[config.mk]
export PLATFORM = sky130hd
export DESIGN_NAME = credit_controller_flat
export DESIGN_NICKNAME = d
export VERILOG_FILES = /design/src/rtl/slot_pkg.sv /design/src/rtl/credit_controller_if.sv /design/src/rtl/bin2bcd_seq.sv /design/src/rtl/credit_controller.sv /design/src/flat_wrapper.sv
export SDC_FILE = /design/constraint.sdc
export NUM_CORES = 1
export LEC_CHECK = 0
export ABC_AREA = 1
export BUFFER_PORTS_ARGS = -buffer_cell sky130_fd_sc_hd__clkbuf_2
export CORE_MARGIN = 2
export CORE_UTILIZATION = 50
export CTS_BUF_LIST = sky130_fd_sc_hd__clkbuf_8 sky130_fd_sc_hd__clkbuf_16
export CTS_CLUSTER_DIAMETER = 150
export CTS_CLUSTER_SIZE = 12
export DETAILED_ROUTE_END_ITERATION = 16
export GPL_TIMING_DRIVEN = 0
export PLACE_DENSITY_LB_ADDON = 0.05
export SLEW_MARGIN = 30
export SYNTH_ARGS = -nofsm -noshare
export SYNTH_HDL_FRONTEND = slang
export SYNTH_HIERARCHICAL = 1
export SYNTH_SLANG_ARGS = --single-unit
[constraint.sdc]
create_clock -name clk -period 5.88 [get_ports clk]
set_clock_uncertainty 0.2 [all_clocks]
set_input_delay 1.176 -clock clk [delete_from_list [all_inputs] [get_ports clk]]
set_output_delay 1.176 -clock clk [all_outputs]
set_load 0.02 [all_outputs]
[src/rtl/slot_pkg.sv]
// Shared types and constants for the slot-machine credit path.
// Contents: bus widths, controller state enum, last_win codes, jackpot value,
// and the double-dabble digit adjust used by the BCD converter.
package slot_pkg;

    localparam int unsigned CREDIT_W = 10;  // credit count and spinner result width
    localparam int unsigned CALC_W   = 11;  // credit arithmetic width (headroom before clamp)
    localparam int unsigned BCD_W    = 12;  // three BCD digits
    localparam int unsigned TIMER_W  = 32;

    localparam int unsigned JACKPOT_VALUE = 777;

    typedef enum logic [2:0] {
        IDLE,
        ARM,
        WAIT_RUN,
        WAIT_STOP,
        EVAL,
        PAYOUT
    } state_t;

    typedef enum logic [1:0] {
        LOSS    = 2'd0,
        WIN     = 2'd1,
        JACKPOT = 2'd2
    } win_t;

    // Add 3 to the ones and tens digits when they are >= 5. The hundreds digit
    // is never >= 5 before the final shift because the input is at most 999,
    // so only its low three bits are carried here.
    function automatic logic [BCD_W-2:0] dabble_adjust(input logic [BCD_W-2:0] a);
        logic [BCD_W-2:0] r;
        r = a;
        for (int i = 0; i < 2; i++) begin
            if (a[i*4 +: 4] >= 4'd5) begin
                r[i*4 +: 4] = a[i*4 +: 4] + 4'd3;
            end
        end
        return r;
    endfunction

endpackage

[src/rtl/credit_controller_if.sv]
// Spin handshake between the credit controller and the spinner mode block.
// start : controller -> spinner, one-clk spin request
// pause : spinner -> controller, 1 = idle/stopped, 0 = spinning
// won   : spinner -> controller, result flag valid when pause returns to 1
// out   : spinner -> controller, result value 0..999, valid with won
interface credit_controller_if;
    import slot_pkg::*;

    logic                start;
    logic                pause;
    logic                won;
    logic [CREDIT_W-1:0] out;

    modport master (output start, input pause, input won, input out);
    modport slave  (input start, output pause, output won, output out);

endinterface

[src/rtl/bin2bcd_seq.sv]
// Sequential double-dabble, 10-bit binary to 3 BCD digits.
// clk, rst : clock, synchronous active-high reset
// load     : capture bin and (re)start; one load cycle then 10 shift cycles
// bin      : binary value, at most 999
// bcd      : last completed result {hundreds, tens, ones}, held while converting
// done     : 1 when bcd holds the conversion of the most recent load
module bin2bcd_seq
    import slot_pkg::*;
(
    input  logic                clk,
    input  logic                rst,
    input  logic                load,
    input  logic [CREDIT_W-1:0] bin,
    output logic [BCD_W-1:0]    bcd,
    output logic                done
);

    logic [CREDIT_W-1:0] shift_q;
    logic [BCD_W-2:0]    acc_q;
    logic [3:0]          cnt_q;
    logic [BCD_W-1:0]    acc_step;

    // One adjust-then-shift step, pulling in the next binary MSB.
    always_comb begin
        acc_step = {dabble_adjust(acc_q), shift_q[CREDIT_W-1]};
    end

    always_ff @(posedge clk) begin
        if (rst) begin
            shift_q <= '0;
            acc_q   <= '0;
            cnt_q   <= '0;
            bcd     <= '0;
            done    <= 1'b0;
        end else if (load) begin
            shift_q <= bin;
            acc_q   <= '0;
            cnt_q   <= 4'(CREDIT_W);
            done    <= 1'b0;
        end else if (cnt_q != 4'd0) begin
            acc_q   <= acc_step[BCD_W-2:0];
            shift_q <= {shift_q[CREDIT_W-2:0], 1'b0};
            cnt_q   <= cnt_q - 4'd1;
            if (cnt_q == 4'd1) begin
                bcd  <= acc_step;
                done <= 1'b1;
            end
        end
    end

endmodule

[src/rtl/credit_controller.sv]
// Player-side end of the spin interface: credit bank, bet/spin/payout FSM and
// BCD credit display feed.
// clk, rst      : 50 MHz clock, synchronous active-high reset
// coin, play    : button levels, rising edges add a credit / request a spin
// spin          : handshake to the spinner (start out; pause, won, out in)
// credits       : binary credit count
// credit_bcd    : credits as {hundreds, tens, ones}; bcd_valid when current
// busy          : FSM not idle; payout_active : FSM paying out
// last_win      : 0 loss, 1 win, 2 jackpot; coin_reject : coin refused at max
module credit_controller
    import slot_pkg::*;
#(
    parameter int unsigned MAX_CREDITS    = 999,
    parameter int unsigned BET            = 1,
    parameter int unsigned WIN_PAYOUT     = 10,
    parameter int unsigned JACKPOT_PAYOUT = 50,
    parameter int unsigned PAY_TICKS      = 5_000_000,
    parameter int unsigned RUN_TIMEOUT    = 10_000_000
) (
    input  logic                clk,
    input  logic                rst,
    input  logic                coin,
    input  logic                play,
    credit_controller_if.master spin,
    output logic [CREDIT_W-1:0] credits,
    output logic [BCD_W-1:0]    credit_bcd,
    output logic                bcd_valid,
    output logic                busy,
    output logic                payout_active,
    output logic [1:0]          last_win,
    output logic                coin_reject
);

    localparam logic [CALC_W-1:0]  MAX_C    = CALC_W'(MAX_CREDITS);
    localparam logic [CALC_W-1:0]  BET_C    = CALC_W'(BET);
    localparam logic [TIMER_W-1:0] RUN_LAST = TIMER_W'(RUN_TIMEOUT - 1);
    localparam logic [TIMER_W-1:0] PAY_LAST = TIMER_W'(PAY_TICKS - 1);

    state_t              state, state_nxt;
    logic                pause_s1, pause_s2, won_s1, won_s2;
    logic [CREDIT_W-1:0] out_s1, out_s2;
    logic                coin_prev, play_prev, coin_edge, play_edge;
    logic [TIMER_W-1:0]  timer, timer_nxt;
    logic [CREDIT_W-1:0] award, award_nxt, credits_nxt;
    logic [1:0]          last_win_nxt;
    logic                debit, refund, pay_tick, coin_reject_nxt;
    logic [CALC_W-1:0]   sum;
    logic                start_q, bcd_init, bcd_load;

    assign spin.start = start_q;

    // State register.
    always_ff @(posedge clk) begin
        if (rst) state <= IDLE;
        else     state <= state_nxt;
    end

    // Next state, award/timer updates and saturating credit arithmetic.
    always_comb begin
        coin_edge       = coin & ~coin_prev;
        play_edge       = play & ~play_prev;
        state_nxt       = state;
        timer_nxt       = timer;
        award_nxt       = award;
        last_win_nxt    = last_win;
        debit           = 1'b0;
        refund          = 1'b0;
        pay_tick        = 1'b0;
        coin_reject_nxt = 1'b0;

        case (state)
            IDLE: begin
                if (play_edge && (CALC_W'(credits) >= BET_C)) begin
                    debit     = 1'b1;
                    state_nxt = ARM;
                end
            end
            ARM: begin
                timer_nxt = '0;
                state_nxt = WAIT_RUN;
            end
            WAIT_RUN: begin
                if (!pause_s2) begin
                    state_nxt = WAIT_STOP;
                end else if (timer >= RUN_LAST) begin
                    refund    = 1'b1;
                    state_nxt = IDLE;
                end else begin
                    timer_nxt = timer + TIMER_W'(1);
                end
            end
            WAIT_STOP: begin
                if (pause_s2) state_nxt = EVAL;
            end
            EVAL: begin
                timer_nxt = '0;
                if (!won_s2) begin
                    award_nxt    = '0;
                    last_win_nxt = LOSS;
                end else if (out_s2 == CREDIT_W'(JACKPOT_VALUE)) begin
                    award_nxt    = CREDIT_W'(JACKPOT_PAYOUT);
                    last_win_nxt = JACKPOT;
                end else begin
                    award_nxt    = CREDIT_W'(WIN_PAYOUT);
                    last_win_nxt = WIN;
                end
                state_nxt = (award_nxt != '0) ? PAYOUT : IDLE;
            end
            PAYOUT: begin
                if (award == '0) begin
                    state_nxt = IDLE;
                end else if (timer >= PAY_LAST) begin
                    pay_tick  = 1'b1;
                    timer_nxt = '0;
                    award_nxt = award - CREDIT_W'(1);
                    if (award_nxt == '0) state_nxt = IDLE;
                end else begin
                    timer_nxt = timer + TIMER_W'(1);
                end
            end
            default: state_nxt = IDLE;
        endcase

        // Debit is taken against the pre-coin value; the coin is applied last so
        // coin_reject reflects only whether the coin itself was refused.
        sum = CALC_W'(credits);
        if (debit)    sum = sum - BET_C;
        if (refund)   sum = sum + BET_C;
        if (pay_tick) sum = sum + CALC_W'(1);
        if (sum > MAX_C) sum = MAX_C;
        if (coin_edge) begin
            if (sum >= MAX_C) coin_reject_nxt = 1'b1;
            else              sum = sum + CALC_W'(1);
        end
        credits_nxt = CREDIT_W'(sum);

        // Reaching the ceiling mid-payout forfeits whatever award remains.
        if ((state == PAYOUT) && (sum == MAX_C)) begin
            award_nxt = '0;
            state_nxt = IDLE;
        end

        bcd_load = bcd_init | (credits_nxt != credits);
    end

    // Synchronisers, edge registers, datapath and registered outputs.
    always_ff @(posedge clk) begin
        if (rst) begin
            pause_s1      <= 1'b1;
            pause_s2      <= 1'b1;
            won_s1        <= 1'b0;
            won_s2        <= 1'b0;
            out_s1        <= '0;
            out_s2        <= '0;
            coin_prev     <= 1'b0;
            play_prev     <= 1'b0;
            timer         <= '0;
            award         <= '0;
            credits       <= '0;
            last_win      <= '0;
            coin_reject   <= 1'b0;
            start_q       <= 1'b0;
            busy          <= 1'b0;
            payout_active <= 1'b0;
            bcd_init      <= 1'b1;
        end else begin
            pause_s1      <= spin.pause;
            pause_s2      <= pause_s1;
            won_s1        <= spin.won;
            won_s2        <= won_s1;
            out_s1        <= spin.out;
            out_s2        <= out_s1;
            coin_prev     <= coin;
            play_prev     <= play;
            timer         <= timer_nxt;
            award         <= award_nxt;
            credits       <= credits_nxt;
            last_win      <= last_win_nxt;
            coin_reject   <= coin_reject_nxt;
            start_q       <= (state_nxt == ARM);
            busy          <= (state_nxt != IDLE);
            payout_active <= (state_nxt == PAYOUT);
            bcd_init      <= 1'b0;
        end
    end

    bin2bcd_seq u_bcd (
        .clk  (clk),
        .rst  (rst),
        .load (bcd_load),
        .bin  (credits_nxt),
        .bcd  (credit_bcd),
        .done (bcd_valid)
    );

endmodule

[src/flat_wrapper.sv]
// flat-port wrapper written by rule: the top's interface ports become plain ports
module credit_controller_flat import slot_pkg::*;
#(
    parameter int unsigned MAX_CREDITS    = 999,
    parameter int unsigned BET            = 1,
    parameter int unsigned WIN_PAYOUT     = 10,
    parameter int unsigned JACKPOT_PAYOUT = 50,
    parameter int unsigned PAY_TICKS      = 5_000_000,
    parameter int unsigned RUN_TIMEOUT    = 10_000_000
)
  (clk, rst, coin, play, credits, credit_bcd, bcd_valid, busy, payout_active, last_win, coin_reject, spin_start, spin_pause, spin_won, spin_out);
  credit_controller_if spin_i ();
  input  logic clk;
  input  logic rst;
  input  logic coin;
  input  logic play;
  output logic [CREDIT_W-1:0] credits;
  output logic [BCD_W-1:0] credit_bcd;
  output logic bcd_valid;
  output logic busy;
  output logic payout_active;
  output logic [1:0] last_win;
  output logic coin_reject;
  output wire logic [$bits(spin_i.start)-1:0] spin_start;
  input wire logic [$bits(spin_i.pause)-1:0] spin_pause;
  input wire logic [$bits(spin_i.won)-1:0] spin_won;
  input wire logic [$bits(spin_i.out)-1:0] spin_out;
  assign spin_start = spin_i.start;
  assign spin_i.pause = spin_pause;
  assign spin_i.won = spin_won;
  assign spin_i.out = spin_out;
  credit_controller #(.MAX_CREDITS(MAX_CREDITS), .BET(BET), .WIN_PAYOUT(WIN_PAYOUT), .JACKPOT_PAYOUT(JACKPOT_PAYOUT), .PAY_TICKS(PAY_TICKS), .RUN_TIMEOUT(RUN_TIMEOUT)) u_core (.clk(clk), .rst(rst), .coin(coin), .play(play), .spin(spin_i), .credits(credits), .credit_bcd(credit_bcd), .bcd_valid(bcd_valid), .busy(busy), .payout_active(payout_active), .last_win(last_win), .coin_reject(coin_reject));
endmodule
Word-level counts from Yosys, hierarchy flattened
Cells that the tools add are included.
- register bits: 126
- input port bits: 16
- output and inout port bits: 29
- logic and storage cells: 126
- add/sub/neg operators: 9
- $lt $le $gt $ge: 7
- equal/unequal tests: 15
- multiplexer cells: 45
- bitwise logic cells: 7
- reductions and logical operators: 19
- operators by type and width (operator ; count):
    2-to-1 mux 32 bit ; 4
    case mux 32 bit (3 select lines) ; 1
    2-to-1 mux 11 bit ; 6
    2-to-1 mux 10 bit ; 6
    adder 11 x 1 -> 11 bit, second input constant ; 3
    adder 32 x 1 -> 32 bit, second input constant ; 1
    >= comparator 32 x 23 -> 1 bit, second input constant ; 1
    >= comparator 32 x 24 -> 1 bit, second input constant ; 1
    2-to-1 mux 3 bit ; 9
    zero test 10 bit ; 2
    case mux 10 bit (2 select lines) ; 1
    case mux 3 bit (6 select lines) ; 1
    2-to-1 mux 4 bit ; 4
    == test 11 x 10 -> 1 bit, second input constant ; 1
    >= comparator 11 x 10 -> 1 bit, second input constant ; 1
    > comparator 11 x 10 -> 1 bit, second input constant ; 1
    subtractor 10 x 1 -> 11 bit, second input constant ; 1
    == test 10 bit, second input constant ; 1
    >= comparator 10 x 1 -> 1 bit, second input constant ; 1
    2-to-1 mux 1 bit ; 10
    inequality test 10 bit ; 1
    nonzero test 10 bit ; 1
    subtractor 10 x 1 -> 10 bit, second input constant ; 1
    == test 3 bit, second input constant ; 3
    other kinds (22) ; 40

Depth between registers and ports, before layout
- word-level depth: 19
- gate-level depth with buffers: 46

By module
The synthesis kept the hierarchy.
- modules (own cells, without submodules) (module ; times used ; cells each ; area each (µm²) ; sequential area each (µm²)):
    credit_controller ; 1 ; 825 ; 5420.2 ; 1761.7
    bin2bcd_seq ; 1 ; 275 ; 1884.3 ; 760.7

Worst setup path after synthesis
No wires, ideal clock.
- kind: input to register
- start: input port play
- end: register u_core.u_bcd.bcd[3]
- library setup time: 0.115 ns
- arrival: 5.234 ns
- data required time: 5.565 ns
- setup slack: 0.331 ns
- stages on the path: 35
- path through: inv_1 -> nor3_4 -> nand2_4 -> buf_8 -> nand2_1 -> nand2_1 -> ha_1 -> o21ai_1 -> inv_2 -> ha_1 -> nand2_1 -> a21oi_2 -> nand3_2 -> nor2_4 -> xor2_2 -> nor2_2 -> nand2_4 -> nand2_1 -> nor2_1 -> inv_1 -> ha_1 -> nand2_1 -> nand3_1 -> nand2_2 -> nand2_1 -> nand2_1 -> nand2_2 -> xor2_1 -> nor3_1 -> nand4_1 -> inv_1 -> nand3_1 -> buf_6 -> a21oi_1 -> nor2_1
- word-level cells in the longest chain between the ends: 18
- elaborated cells between the ends (all ways): 19
- classes of those cells: 3 x add/sub; 2 x order compare; 1 x eq/ne; 8 x mux; 3 x bitwise; 2 x reduce/logical
- RTL lines (item ; line ; RTL):
    from (decl) ; flat_wrapper.sv:16 ; input logic play;
    bitwise AND 1 bit * ; credit_controller.sv:61 ; play_edge = play & ~play_prev;
    logical AND 1 bit * ; credit_controller.sv:73 ; if (play_edge && (CALC_W'(credits) >= BET_C)) begin
    2-to-1 mux 1 bit * ; credit_controller.sv:73 ;
    2-to-1 mux 1 bit * ; credit_controller.sv:71 ; case (state)
    2-to-1 mux 11 bit * ; credit_controller.sv:127 ; if (debit) sum = sum - BET_C;
    adder 11 x 1 -> 11 bit ; credit_controller.sv:128 ; if (refund) sum = sum + BET_C;
    2-to-1 mux 11 bit * ; credit_controller.sv:128 ;
    adder 11 x 1 -> 11 bit ; credit_controller.sv:129 ; if (pay_tick) sum = sum + CALC_W'(1);
    (+4 left out) ; - ;
    2-to-1 mux 11 bit ; credit_controller.sv:132 ; if (sum >= MAX_C) coin_reject_nxt = 1'b1;
    2-to-1 mux 11 bit * ; credit_controller.sv:131 ; if (coin_edge) begin
    net u_core.sum[0] ; credit_controller.sv:47 ; logic [CALC_W-1:0] sum;
    inequality test 10 bit * ; credit_controller.sv:143 ; bcd_load = bcd_init | (credits_nxt != credits);
    OR 1 bit * ; credit_controller.sv:143 ;
    net u_core.bcd_load ; credit_controller.sv:48 ; logic start_q, bcd_init, bcd_load;
    NOT 1 bit (no line) * ; - ;
    AND reduction 3 bit (no line) * ; - ;
    to (signal assigned) ; bin2bcd_seq.sv:45 ; bcd <= acc_step;
    to (decl) ; bin2bcd_seq.sv:14 ; output logic [BCD_W-1:0] bcd,
Mark *: on every way through the listed nets, which the timed path passes. The rest lies on a longest branch.
A chain may end at the register's enable or synchronous reset.

Worst setup path in the final report
- start: input port play
- end: register u_core.u_bcd.bcd[0]
The elaborated chain is that of the path after synthesis.

==> reports/qor.yml <==
floorplan:
  start_util_pct: 50.6
  core-area_mm2: 0.0144
  die_height_um: 125
  ioPinCount: 45
  die_area_mm2: 0.0156
  fp.dieW_um: 125
  fp-row-count: 44
pwr:
  power_leakage_uw: 0.00407
  finalPower_uw: 2970
  power.density_mw_per_mm2: 345
  ir_drop_mv: 0.227
worst_setup_path:
  r2r_start: "u_core/credits[1]"
  slowest_delay_ns: 0.27
  required_ns: 6.03
  critPathSlowestCell: "ha_4"
  r2r_end: "u_core/u_bcd/bcd[0]"
  critPathLaunchType: "primary input"
  crit_family: "simple AND/OR/NAND/NOR gates"
  cp_max_fo: 6
  cp.arrival_ns: 5.71
  reg2reg_depth: 41
  r2r_slack_ns: 0.40
  crit_buf_inv: 9
  critPathKind: "in2reg"
  cp-end-kind: "flip-flop"
  crit_top_cell: "nand2_2"
worst_hold_path:
  hold_depth: 2
  hold_end: "u_core/out_s2[9]"
  hp-start: "u_core/out_s1[9]"
  hold_path.class: "reg2reg"
routing:
  wl_mm: 17.7
  ant_nets: 0
  vias_per_cell: 5.04
  dr_total_vias: 6897
  drt_first_pass_iters: 5
  drc_errors: 0
  drt-initial-drc-count: 420
  post_drt_wl_per_cell_um: 12.9
run_status:
  status: "complete, no violations"
clock_tree:
  cts.htree.levels: 4
  clockBufferDepth: 2
  hold_buffers: 0
  path_clk_slew_ns: 0.05
  cts_tree: "done"
  root_buffer: "clkbuf_16"
  numCtsBuffers: 17
  clock_latency_ns: 0.42
  clock-sinks: 126
logic_synthesis:
  synthSimpleGateAreaFrac_pct: 36.9
  synthAdderAreaFrac_pct: 2.06
  async_reset_ff_share_pct: 0
  synth_xor_area_share_pct: 2.62
  syn_inst: 1100
  ys.warnings.count: 6
  yosysUniqueCellTypes: 59
  synth_top_family_by_area: "simple AND/OR/NAND/NOR gates"
  synth_edf_count: 0
  synth_ff_type: "dfxtp_1"
  syn-cell-area_mm2: 0.00730
  yosysSeqAreaShare_pct: 34.5
  yosys_register_bits: 126
  syn_nets: 1128
  synthMuxAreaShare_pct: 0
  synth-compound-area-share_pct: 12.1
  synth_area_per_cell_um2: 6.64
sta:
  drv_slew: 0
  finalHoldViolations: 0
  fmax_mhz: 180
  worstMarginPinSlew_ns: 0.784
  relSlewSlack_pct: 47.0
  worst_slack_ns: 0.314
  final.period_utilization_pct: 94.7
  setup_violations: 0
  min_period_ns: 5.57
cells_and_area:
  finalNetCount: 1203
  syn_to_final_growth_pct: 18.1
  drive_gt1_share_pct: 19.2
  insertedDiodeCount: 0
  fin_util_pct: 59.8
placement:
  dp_slack_ns: -0.687
  port_buffers: 44
  dp_hpwl_mm: 13.0
  place_congestion: 0.901
global_route:
  grt_pass1_vias: 6274
  antenna_found_initial: 0
  grt.overflow.total: 0
  grt_pass1_wl_mm: 29.0
  grt_max_degree: 17
  grt_use_total_pct: 22.8
flow_run:
  maxCapViolCount: 0
==> sequential cells by signal, indices dropped and copies added, names as in the netlist, 2 cells and up <==
signal and count:
u_core/u_bcd/acc_q 11, u_core/u_bcd/cnt_q 4, u_core/out_s2 10, u_core/timer 32
u_core/u_bcd/bcd 12, u_core/award 10, u_core/last_win 2, u_core/credits 10
u_core/u_bcd/shift_q 10, u_core/out_s1 10, u_core/state 3
==> cell type report <==
| type | instances | area (um2) |
|---|---|---|
| repair buffers | 57 | 352 |
| clock inverters | 6 | 82.6 |
| well taps | 184 | 230 |
| clock buffers | 23 | 508 |
| fillers | 1398 | 5800 |
| plain buffers | 22 | 148 |
| flip-flops and latches | 126 | 2530 |
| multi-input cells | 762 | 4060 |
| inverters | 189 | 712 |
==> placed cells by master, fill, tap and decap left out, drive strengths merged <==
cell,n
ha,12
bufinv,2
dfxtp,126
o21bai,2
a21oi,61
nand3,77
o221a,2
clkbuf,79
nand2,282
nor4,2
nor3b,2
nand3b,3
a31oi,3
nor2,151
a41oi,1
clkinvlp,1
nor3,28
a2111oi,1
o21a,3
or2,9
o22ai,1
inv,188
xnor2,4
clkinv,4
and2,1
xor2,17
or3,1
o21ba,2
a211oi,2
a22oi,1
o311ai,1
nand4,27
o31ai,1
o21ai,59
buf,23
o41ai,1
o211ai,5
==> worst min-delay path, delay by kind of cell (launching register included) <==
kind / cells / cell delay, ns
flip-flops: 1 / 0.29
AND/OR/NAND/NOR: 1 / 0.03
buffers and inverters: 1 / 0.04
==> stage by stage <==
step	hold slack [ns]	area (um2)	std cells	TNS [ns]
floorplan	0.188	7300	1100	0
global placement	0.191	7750	1328	-21.45
detailed placement	0.193	7750	1328	-23.64
CTS	0.194	8400	1362	0
global route	0.220	8620	1369	-0.694
finish	0.194	8620	1369	0
==> kinds of logic after synthesis <==
family | after synthesis
and+or+nand+nor | 583
buffers and inverters | 212
AOI/OAI and AO/OA | 146
DFF | 126
xor gates and xnor gates | 21
adders and majority gates | 12
==> routing by layer <==
layer  global-route usage, %  share of wire (%)  wire length (um)
met5                       0                  0                 0
met4                    7.12                1.5               257
met2                    38.0                 47              8350
met1                    29.5                 46              8190
met3                    5.28                5.0               888
==> worst max path at each step <==
stage                                  from                     to  slack (ns)  depth (start not counted)
after floorplan                        play    u_core/u_bcd/bcd[3]        0.33                         35
after global placement                 play  u_core/u_bcd/acc_q[6]       -0.65                         38
after detailed placement               play  u_core/u_bcd/acc_q[5]       -0.69                         38
after CTS                 u_core/credits[1]  u_core/u_bcd/acc_q[5]        0.04                         43
after global routing                   play    u_core/u_bcd/bcd[0]       -0.06                         38
final                                  play    u_core/u_bcd/bcd[0]        0.31                         38
==> where the power goes <==
part           total, uW  internal, uW  leakage [uW]  switching, uW
Sequential           972           913       0.00103           59.5
Clock               1040           681      0.000293            361
Combinational        956           321       0.00275            636
==> cells in the mapped netlist (3+ instances only) <==
library cell / number / share of area (%)
nand3b_1: 3 / 0.31
ha_1: 12 / 2.1
nor2_2: 17 / 1.5
nand4_1: 26 / 2.2
nand2_2: 19 / 1.6
a21oi_1: 48 / 3.3
nand3_1: 70 / 4.8
a31oi_1: 3 / 0.26
nor2_1: 125 / 6.4
dfxtp_1: 126 / 35
inv_1: 169 / 8.7
o21ai_0: 53 / 3.6
a21oi_2: 11 / 1.3
buf_6: 4 / 0.62
clkbuf_1: 12 / 0.62
nand2_4: 3 / 0.46
xor2_1: 16 / 1.9
o211ai_1: 3 / 0.31
inv_2: 18 / 0.92
nor2_4: 8 / 1.2
o21a_1: 3 / 0.31
xnor2_1: 4 / 0.48
nand3_2: 6 / 0.82
o21ai_1: 6 / 0.41
nor3_1: 26 / 1.8
or2_2: 8 / 0.69
nand2_1: 260 / 13
==> repair_timing <==
item | CTS | global route
setup buffers | 5 | 7
pin swaps | 2 | 16
resized for setup | 1 | 52
gates cloned | 0 | 1
setup endpoints to repair | 37 | 37
Power figures use the tool's default switching activity.
